### config.mk
export PLATFORM = sky130hd
export DESIGN_NAME = fd_inst_queue
export DESIGN_NICKNAME = d
export VERILOG_FILES = /design/src/rtl/fd_inst_queue.sv
export SDC_FILE = /design/constraint.sdc
export NUM_CORES = 1
export LEC_CHECK = 0
export CORE_ASPECT_RATIO = 0.7
export CORE_UTILIZATION = 35
export CTS_CLUSTER_DIAMETER = 80
export DETAILED_ROUTE_END_ITERATION = 12
export PLACE_DENSITY = 0.66
export REMOVE_ABC_BUFFERS = 1
export SLEW_MARGIN = 20
export SYNTH_ARGS = -nofsm -noshare
export SYNTH_HDL_FRONTEND = slang
export SYNTH_SLANG_ARGS = --single-unit
### constraint.sdc
create_clock -name clk -period 4.9 [get_ports clk]
set_input_delay 0.98 -clock clk [delete_from_list [all_inputs] [get_ports clk]]
set_output_delay 0.98 -clock clk [all_outputs]
set_load 0.01 [all_outputs]
### src/rtl/fd_inst_queue.sv
// fd_inst_queue: instruction queue between fetch and decode.
//
// Buffers fetched entries {pc, instr, exccode, isdelay} in a circular buffer
// so a decode stall does not throw away words that were already fetched.
// Fetch exception codes ride along untouched; the queue never interprets them.
//
// Handshake: an entry moves on a cycle where its valid and ready are both
// high at the rising edge. f_ready depends only on registered occupancy,
// never on d_ready. A full queue therefore refuses a push even in a cycle
// where decode pops. flush overrides both transfers that cycle.
//
// Optional feature macro: FDQ_BYPASS_EN. When it is defined and the queue is
// empty, a fetch entry is presented to decode in the same cycle. If decode
// takes it, the entry is never written. When the macro is undefined (the
// default), there is no combinational path from f_* to d_*.
//
// Ports:
//   clk        pipeline clock, rising edge
//   reset      asynchronous active-low reset
//   f_valid    fetch presents an entry
//   f_pc       fetch PC
//   f_instr    fetched word (fetch has already zeroed it on AdEL)
//   f_exccode  fetch exception code
//   f_isdelay  entry is a branch delay slot
//   f_ready    queue can accept an entry (count != DEPTH)
//   d_valid    head entry valid for decode
//   d_pc       head PC (0 when d_valid is low)
//   d_instr    head instruction (0 when d_valid is low)
//   d_exccode  head exception code (0 when d_valid is low)
//   d_isdelay  head delay-slot flag (0 when d_valid is low)
//   d_ready    decode consumes the head this cycle
//   flush      discard every entry (interrupt/exception entry or eret)
//   count      current occupancy
module fd_inst_queue #(
  parameter int DEPTH = 4,
  parameter int EXC_W = 5
) (
  input  logic                       clk,
  input  logic                       reset,
  input  logic                       f_valid,
  input  logic [31:0]                f_pc,
  input  logic [31:0]                f_instr,
  input  logic [EXC_W-1:0]           f_exccode,
  input  logic                       f_isdelay,
  output logic                       f_ready,
  output logic                       d_valid,
  output logic [31:0]                d_pc,
  output logic [31:0]                d_instr,
  output logic [EXC_W-1:0]           d_exccode,
  output logic                       d_isdelay,
  input  logic                       d_ready,
  input  logic                       flush,
  output logic [$clog2(DEPTH+1)-1:0] count
);

  localparam int PTR_W = $clog2(DEPTH);
  localparam int CNT_W = $clog2(DEPTH+1);

  // Payload storage. It has no reset; validity comes only from the pointers
  // and the count.
  logic [31:0]      pc_mem    [DEPTH];
  logic [31:0]      instr_mem [DEPTH];
  logic [EXC_W-1:0] exc_mem   [DEPTH];
  logic             dly_mem   [DEPTH];

  logic [PTR_W-1:0] wr_ptr_q, wr_ptr_d;
  logic [PTR_W-1:0] rd_ptr_q, rd_ptr_d;
  logic [CNT_W-1:0] count_q, count_d;

  logic head_valid;
  logic push;
  logic pop;

  assign head_valid = (count_q != '0);
  assign f_ready    = (count_q != CNT_W'(DEPTH));
  assign count      = count_q;

  // Pop only drains stored entries. A bypassed entry is never written, so it
  // needs no pop.
  assign pop = head_valid && d_ready && !flush;

`ifdef FDQ_BYPASS_EN
  logic bypass;
  assign bypass = !head_valid && f_valid && !flush;
  // A bypassed entry that decode takes this cycle must not be stored.
  assign push   = f_valid && f_ready && !flush && !(bypass && d_ready);

  always_comb begin
    d_valid   = head_valid || bypass;
    d_pc      = '0;
    d_instr   = '0;
    d_exccode = '0;
    d_isdelay = 1'b0;
    if (head_valid) begin
      d_pc      = pc_mem[rd_ptr_q];
      d_instr   = instr_mem[rd_ptr_q];
      d_exccode = exc_mem[rd_ptr_q];
      d_isdelay = dly_mem[rd_ptr_q];
    end else if (bypass) begin
      d_pc      = f_pc;
      d_instr   = f_instr;
      d_exccode = f_exccode;
      d_isdelay = f_isdelay;
    end
  end
`else
  assign push = f_valid && f_ready && !flush;

  // Without a valid head, decode sees an all-zero nop with no exception.
  always_comb begin
    d_valid   = head_valid;
    d_pc      = '0;
    d_instr   = '0;
    d_exccode = '0;
    d_isdelay = 1'b0;
    if (head_valid) begin
      d_pc      = pc_mem[rd_ptr_q];
      d_instr   = instr_mem[rd_ptr_q];
      d_exccode = exc_mem[rd_ptr_q];
      d_isdelay = dly_mem[rd_ptr_q];
    end
  end
`endif

  always_comb begin
    wr_ptr_d = wr_ptr_q;
    rd_ptr_d = rd_ptr_q;
    count_d  = count_q;
    if (flush) begin
      wr_ptr_d = '0;
      rd_ptr_d = '0;
      count_d  = '0;
    end else begin
      if (push) wr_ptr_d = wr_ptr_q + PTR_W'(1);
      if (pop)  rd_ptr_d = rd_ptr_q + PTR_W'(1);
      case ({push, pop})
        2'b10:   count_d = count_q + CNT_W'(1);
        2'b01:   count_d = count_q - CNT_W'(1);
        default: count_d = count_q;
      endcase
    end
  end

  always_ff @(posedge clk or negedge reset) begin
    if (!reset) begin
      wr_ptr_q <= '0;
      rd_ptr_q <= '0;
      count_q  <= '0;
    end else begin
      wr_ptr_q <= wr_ptr_d;
      rd_ptr_q <= rd_ptr_d;
      count_q  <= count_d;
    end
  end

  always_ff @(posedge clk) begin
    if (push) begin
      pc_mem[wr_ptr_q]    <= f_pc;
      instr_mem[wr_ptr_q] <= f_instr;
      exc_mem[wr_ptr_q]   <= f_exccode;
      dly_mem[wr_ptr_q]   <= f_isdelay;
    end
  end

endmodule

After elaboration in Yosys (flattened, before gate mapping):

Memory sizes are Yosys's and may differ from the RTL's.
Cells that the tools add are included.

* memories: 4
* bits in registers: 7
* input port bits: 75
* memory bits (writable): 280
* word-level logic and storage cells: 35

Memory list
* instr_mem: depth 4, bits a word 32, read ports 1, clocked after Yosys merged registers in 0, wr ports 1, line 62 `logic [31:0] instr_mem [DEPTH];`
* pc_mem: depth 4, bits a word 32, read ports 1, clocked after Yosys merged registers in 0, wr ports 1, line 61 `logic [31:0] pc_mem [DEPTH];`
* exc_mem: depth 4, bits a word 5, read ports 1, clocked after Yosys merged registers in 0, wr ports 1, line 63 `logic [EXC_W-1:0] exc_mem [DEPTH];`
* dly_mem: depth 4, bits a word 1, read ports 1, clocked after Yosys merged registers in 0, wr ports 1, line 64 `logic dly_mem [DEPTH];`

* multiplexer cells: 12
* add/sub/neg operators: 4
* reduce and logical (&&, ||, !) cells: 9
* eq/ne operators: 3

Operators by type and width (count)
* 2-to-1 mux 32 bit: 2
* 2-to-1 mux 2 bit: 4
* one-hot mux 3 bit (2 select lines): 1
* nonzero test 3 bit: 2
* 2-to-1 mux 5 bit: 1
* adder 2 x 1 -> 2 bit, second input constant: 2
* logical AND 1 bit: 4
* nonzero test 2 bit: 2
* adder 3 x 1 -> 3 bit, second input constant: 1
* 2-to-1 mux 1 bit: 3
* 2-to-1 mux 3 bit: 1
* inequality test 3 bit, second input constant: 1
* subtractor 3 x 1 -> 3 bit, second input constant: 1
* == test 2 x 1 -> 1 bit, second input constant: 1
* == test 2 bit, second input constant: 1
* zero test 1 bit: 1

Depth between registers and ports, before layout:

Gate-level depths: netlist of run 1.

* depth in word-level cells: 6
* gate-level depth with buffers: 7

Least setup slack after synthesis of run 1:

No wires, ideal clock.

* kind: in2reg
* from: input f_valid
* to: memory dly_mem[0], enable pin
* buffers on the path: 1
* stages on the path: 4
* path slack: 1.361 ns
* arrival time: 3.104 ns
* path through: buf_2 > inv_1 > nor2_1 > and3_1

* word-level cells in the longest chain between the ends: 4

Ends and longest elaborated chain
* start: declaration: line 40 `input logic f_valid,`
* logical AND 1 bit (2 in a row): line 107 `assign push = f_valid && f_ready && !flush;`
* 2-to-1 mux 1 bit: line 157 `if (push) begin`
* 2-to-1 mux 1 bit (not written as such): line 161 `dly_mem[wr_ptr_q] <= f_isdelay;`
* end: declaration: line 64

Every way passes these cells.

Final worst setup path of run 1:

* from: register rd_ptr_q[0]
* to: output d_pc[27]

* word-level cells in the longest chain between the ends: 2

Ends and longest elaborated chain
* start: declaration: line 67 `logic [PTR_W-1:0] rd_ptr_q, rd_ptr_d;`
* start signal: assignment: line 151 `rd_ptr_q <= rd_ptr_d;`
* memory read (4 x 32 bit)
* 2-to-1 mux 32 bit: line 116 `if (head_valid) begin`
* end: declaration: line 47 `output logic [31:0] d_pc,`

Every way passes these cells.

==> impl_metrics.tcl, run 1 <==
set metrics [dict create \
    grt_pass1_vias 5676 \
    period_minus_slack_ps 3925 \
    finalSetupViolCount 0 \
    slew_headroom_pct 49.30 \
    hold_slack_ps 597.4 \
    routabilityCongestion 0.6940 \
    synthesis.area_mm2 0.01122 \
    skew_ps 15.10 \
    finalMaxSlewViolations 0 \
    max_cap_violations 0 \
    fp.dieH_um 151.8 \
    fin_crit_sh_pct 80.11 \
    antenna_found_initial 1 \
    cts.sinks 287 \
    crit_required_ps 3920 \
    synth.distinct_cells 39 \
    hold_path_end "wr_ptr_q[0]" \
    drt-vias-per-instance 4.823 \
    total_power_mw 6.204 \
    ir_drop_mv 0.2393 \
    crit_type "reg2out" \
    hold_viol 0 \
    io_buffers 149 \
    critPathMaxStageDelay_ps 700 \
    grt_pass1_wl_um 34580 \
    final_layout_size_suffix_gt1_share_pct 17.37 \
    hold_start "wr_ptr_q[0]" \
    die_x_um 216.0 \
    ys.flop_type "edfxtp_1" \
    cts_resized 0 \
    wirelength_um 22350 \
    hold_buffers 0 \
    tns_ps 0 \
    rows 54 \
    r2r_setup_slack_ps 2620 \
    cts_tree "done" \
    synth_async_sr_flop_share_pct 2.439 \
    r2r_end "pc_mem[3][10]" \
    ant_nets 0 \
    syn_area_per_cell_um2 22.05 \
    first_iter_violations 343 \
    htree_levels 1 \
    p_leak_nw 4.356 \
    hp-class "reg2reg" \
    start_util_pct 35.80 \
    rr_worst_depth 4 \
    cp_top_family "buffers and inverters" \
    drc 0 \
    clk_latency_ps 540 \
    arrival_ps 2950 \
    yosys_warnings 0 \
    ys_ff_latch 287 \
    clk_pin_slew_ps 60 \
    crit_path_cell_trace "buf_4 -> mux4_2 -> and2_1 -> clkdlybuf4s50_1" \
    place_hpwl_um 13240 \
    overflow 0 \
    die_area_mm2 0.03280 \
    wl_per_cell_um 20.23 \
    rsz0062_at_grt "no" \
    nNetsFinal 746 \
    worstReg2RegStart "count[1]" \
    p_per_area_mw_per_mm2 443.9 \
    cts_root_buffer "clkbuf_16" \
    mostFrequentLayoutCell "edfxtp_1" \
    clock_path_buffers 3 \
    cts_made_buffers 28 \
    diodes 0 \
    num_vias 5329 \
    core_mm2 0.03135 \
    synth_edf_count 280 \
    grt_max_degree 72 \
    pin_count 150 \
    status "completed" \
    crit_slowest_cell "dfrtp_4" \
    grt_use_total_pct 13.86 \
    netlist_instances 509 \
    min_path_cells 2 \
    fmax_ghz 0.2547 \
    area_growth_pct 24.52 \
    start_kind "flop" \
    final_cell_mix "edfxtp_1, clkdlybuf4s50_1, and2_1" \
    path_max_fanout 20 \
    ys_seq_area_share_pct 76.47 \
    cp_num_buf_inv 2 \
    dr.pass1.iters 4 \
    cp-end-kind "output port" \
    cts_setup_buffers 0 \
    tightest_slew_ps 760.6 \
]
[layout make-up]
| class | instances | area (um2) |
|---|---|---|
| clock buffers | 39 | 763.2 |
| flip-flops and latches | 287 | 8591 |
| multi-input cells | 187 | 2386 |
| clock inverters | 10 | 46.29 |
| fillers | 2688 | 17370 |
| repair buffers | 157 | 1647 |
| inverters | 5 | 18.77 |
| well taps | 420 | 525.5 |
[registers in the layout (all words and copies together) (netlist names)]
signal / flops
count: 3
dly_mem: 4
exc_mem: 20
instr_mem: 128
pc_mem: 128
rd_ptr_q: 2
wr_ptr_q: 2
[stage by stage]
stage	setup slack (ps)	util, %	cell area (um2)	instances
5_1_grt	780.9	44.58	13980	1105
3_5_place_dp	1396	41.91	13140	1055
2_1_floorplan	247.8	-	10970	479
6_report	974.6	44.58	13980	1105
3_3_place_gp	1411	41.91	13140	1055
4_1_cts	883.8	44.50	13950	1104
[per-layer routing]
| metal | vias up | share of wire (%) | GRT usage (%) |
|---|---|---|---|
| li1 | 2381 | - | - |
| met1 | 2758 | 47 | 20.26 |
| met2 | 154 | 45 | 21.23 |
| met3 | 34 | 6.1 | 3.443 |
| met4 | 2 | 1.7 | 2.515 |
| met5 | - | 0.058 | 0 |
[where the power goes]
part / total, mW / leakage (nW) / switching [mW] / internal, mW
registers: 2.86 / 2.63 / 0.0748 / 2.79
clock network: 1.93 / 0.395 / 0.853 / 1.08
logic: 1.41 / 1.33 / 0.602 / 0.806
[cells in the mapped netlist (2+ instances only)]
master	count	area [um2]
nand2_1	3	11.26
and3_1	4	25.02
buf_2	10	50.05
o21ai_0	2	10.01
buf_12	7	140.1
clkbuf_1	9	33.78
dfrtp_1	7	175.2
and2_1	70	437.9
xor2_1	2	17.52
edfxtp_1	280	8408
buf_6	2	22.52
ha_1	4	50.05
nand3_1	3	15.01
nand2b_1	2	12.51
nor2_1	5	18.77
inv_1	5	18.77
mux4_1	2	52.55
mux4_2	68	1531
a21oi_1	4	20.02
[how the worst max path moves through the flow]
stage	start	endpoint	slack [ps]	cells past startpoint
final	rd_ptr_q[0]	d_pc[27]	970	4
after global routing	rd_ptr_q[0]	d_pc[27]	780	4
after CTS	rd_ptr_q[0]	d_pc[27]	880	4
after detailed placement	f_valid	exc_mem[3][4]	1400	5
after global placement	f_valid	pc_mem[0][8]	1410	5
after floorplan	rd_ptr_q[0]	d_instr[31]	250	2
[tightest hold or removal path, cell delays in order, from the launching register on]
cell     delay (ps)
dfrtp_1         410
o21ai_0          80
a21oi_1          60
[logic make-up (layout without fill, tap and decap cells)]
| family | Yosys count | count (layout) | synth area share, % |
|---|---|---|---|
| AOI/OAI and AO/OA | 17 | 17 | 1.126 |
| xor gates and xnor gates | 3 | 3 | 0.2341 |
| adders and majority gates | 5 | 5 | 0.6243 |
| buffers and inverters | 35 | 211 | 2.463 |
| DFF | 287 | 287 | 76.47 |
| muxes | 71 | 71 | 14.21 |
| and+or+nand+nor | 91 | 91 | 4.871 |
Note: power is estimated with default switching activity, not from simulation.
==> inputs of run 2 (changes only) <==
PLACE_DENSITY = 0.68   (was 0.66)
clock period = 3.2 ns   (was 4.9 ns; I/O delays follow)
==> run 2 against run 1 <==
Compared with the run above: via count rose by 2.1%; cell count rose by 2.1%; non-clock buffer count rose by 22; die area did not move; worst hold slack got worse by 200 ps; core utilization rose by 1.0 points; wire length fell by 1.1%.
==> impl_metrics.tcl, run 2 (same netlist as run 1, synthesis figures left out) <==
set metrics [dict create \
    nNetsFinal 768 \
    start_util_pct 35.80 \
    clk_latency_ps 530 \
    worstReg2RegStart "count[1]" \
    skew_ps 6.405 \
    hp-class "in2async" \
    mostFrequentLayoutCell "edfxtp_1" \
    pre_cts_ws_ps 395.1 \
    start_kind "flop" \
    first_iter_violations 304 \
    crit_type "reg2out" \
    diodes 0 \
    final_cells 1128 \
    hold_viol 0 \
    grt_max_degree 43 \
    io_buffers 149 \
    p_per_area_mw_per_mm2 675.3 \
    htree_levels 1 \
    grt_pass1_wl_um 33950 \
    rr_worst_depth 6 \
    max_cap_violations 0 \
    regArea_mm2 0.008592 \
    pin_count 150 \
    cts_tree "done" \
    clk_pin_slew_ps 60 \
    wirelength_um 22110 \
    r2r_setup_slack_ps 1010 \
    path_max_fanout 11 \
    routabilityCongestion 0.6795 \
    rsz0062_at_grt "yes" \
    drt-vias-per-instance 4.825 \
    multi_input_area_mm2 0.002386 \
    cp-end-kind "output port" \
    grt_pass1_vias 5776 \
    die_area_mm2 0.03280 \
    wl_per_cell_um 19.60 \
    period_minus_slack_ps 3114 \
    drc 0 \
    core_mm2 0.03135 \
    overflow 0 \
    tightest_slew_ps 372.4 \
    ir_drop_mv 0.3730 \
    cts.sinks 287 \
    fillCellCount 2673 \
    place_hpwl_um 13430 \
    num_vias 5443 \
    cts_root_buffer "clkbuf_16" \
    placed_cells 1074 \
    arrival_ps 2470 \
    finalSetupViolCount 0 \
    area_growth_pct 27.45 \
    grt_use_total_pct 13.53 \
    reg.largest.list "instr_mem: 128 flops, pc_mem: 128 flops, exc_mem: 20 flops" \
    dr.pass1.iters 4 \
    antenna_found_initial 0 \
    status "completed" \
    p_leak_nw 4.852 \
    finalMaxSlewViolations 0 \
    die_x_um 216.0 \
    r2r_end "count[2]" \
    rows 54 \
    total_power_mw 9.660 \
    cts_made_buffers 28 \
    final_layout_size_suffix_gt1_share_pct 20.06 \
    fin_crit_sh_pct 97.31 \
    fp.dieH_um 151.8 \
    ant_nets 0 \
    slew_headroom_pct 74.53 \
    clock_path_buffers 3 \
    crit_required_ps 2560 \
    final_cell_mix "edfxtp_1, clkdlybuf4s50_1, and2_1" \
    fmax_ghz 0.3212 \
    fin_ws_ps 86.20 \
]
run 2: worst max-delay path, cell delays in order (launching register included):
cell             delay, ps
dfrtp_4                480
buf_6                  220
mux4_2                 570
and2_1                 180
clkdlybuf4s50_1        480
run 2: final cells by class:
cell class	instances	share of cell area, %
flip-flops and latches	287	60.06
inverters	5	0.1312
clock buffers	40	5.361
repair buffers	179	13.61
clock inverters	10	0.4898
multi-input cells	187	16.68
well taps	420	3.673
run 2: how the worst max path moves through the flow:
| stage | from | end | slack (ps) | depth (start not counted) |
|---|---|---|---|---|
| floorplan | rd_ptr_q[0] | d_instr[31] | -1110 | 2 |
| detailed placement | rd_ptr_q[0] | d_instr[13] | 400 | 4 |
| CTS | rd_ptr_q[0] | d_instr[22] | 2 | 4 |
| global route | rd_ptr_q[0] | d_instr[13] | -10 | 4 |
| global placement | rd_ptr_q[0] | d_instr[13] | 420 | 4 |
| finish | rd_ptr_q[0] | d_instr[13] | 90 | 4 |
run 2: metrics by stage:
| stage | hold slack [ps] | util (%) | area (um2) | setup TNS, ps |
|---|---|---|---|---|
| after CTS | 377.0 | 45.45 | 14250 | 0 |
| after floorplan | 344.4 | - | 10970 | -75990 |
| after detailed placement | 591.8 | 42.61 | 13360 | 0 |
| after global placement | 585.0 | 42.61 | 13360 | 0 |
| after global routing | 402.6 | 45.63 | 14310 | -20.65 |
| final | 392.9 | 45.63 | 14310 | 0 |
run 2: power breakdown:
| group | total, mW | internal, mW | switching, mW | leakage, nW |
|---|---|---|---|---|
| registers | 4.32 | 4.27 | 0.0489 | 2.63 |
| logic | 2.31 | 1.29 | 1.02 | 1.82 |
| clock network | 3.03 | 1.73 | 1.30 | 0.402 |
| total | 9.66 | 7.29 | 2.37 | 4.85 |
run 2: timing repair:
item	4_1_cts	5_1_grt
resized for setup	15	22
setup endpoints to repair	41	26
hold buffers	0	0
setup buffers	4	0
run 2: per-layer routing:
metal	wire length [um]	GRT usage, %	vias to the layer above
li1	-	-	2429
met5	0	0	-
met2	10150	21.18	183
met1	10020	19.08	2803
met4	417	2.850	0
met3	1532	3.544	28
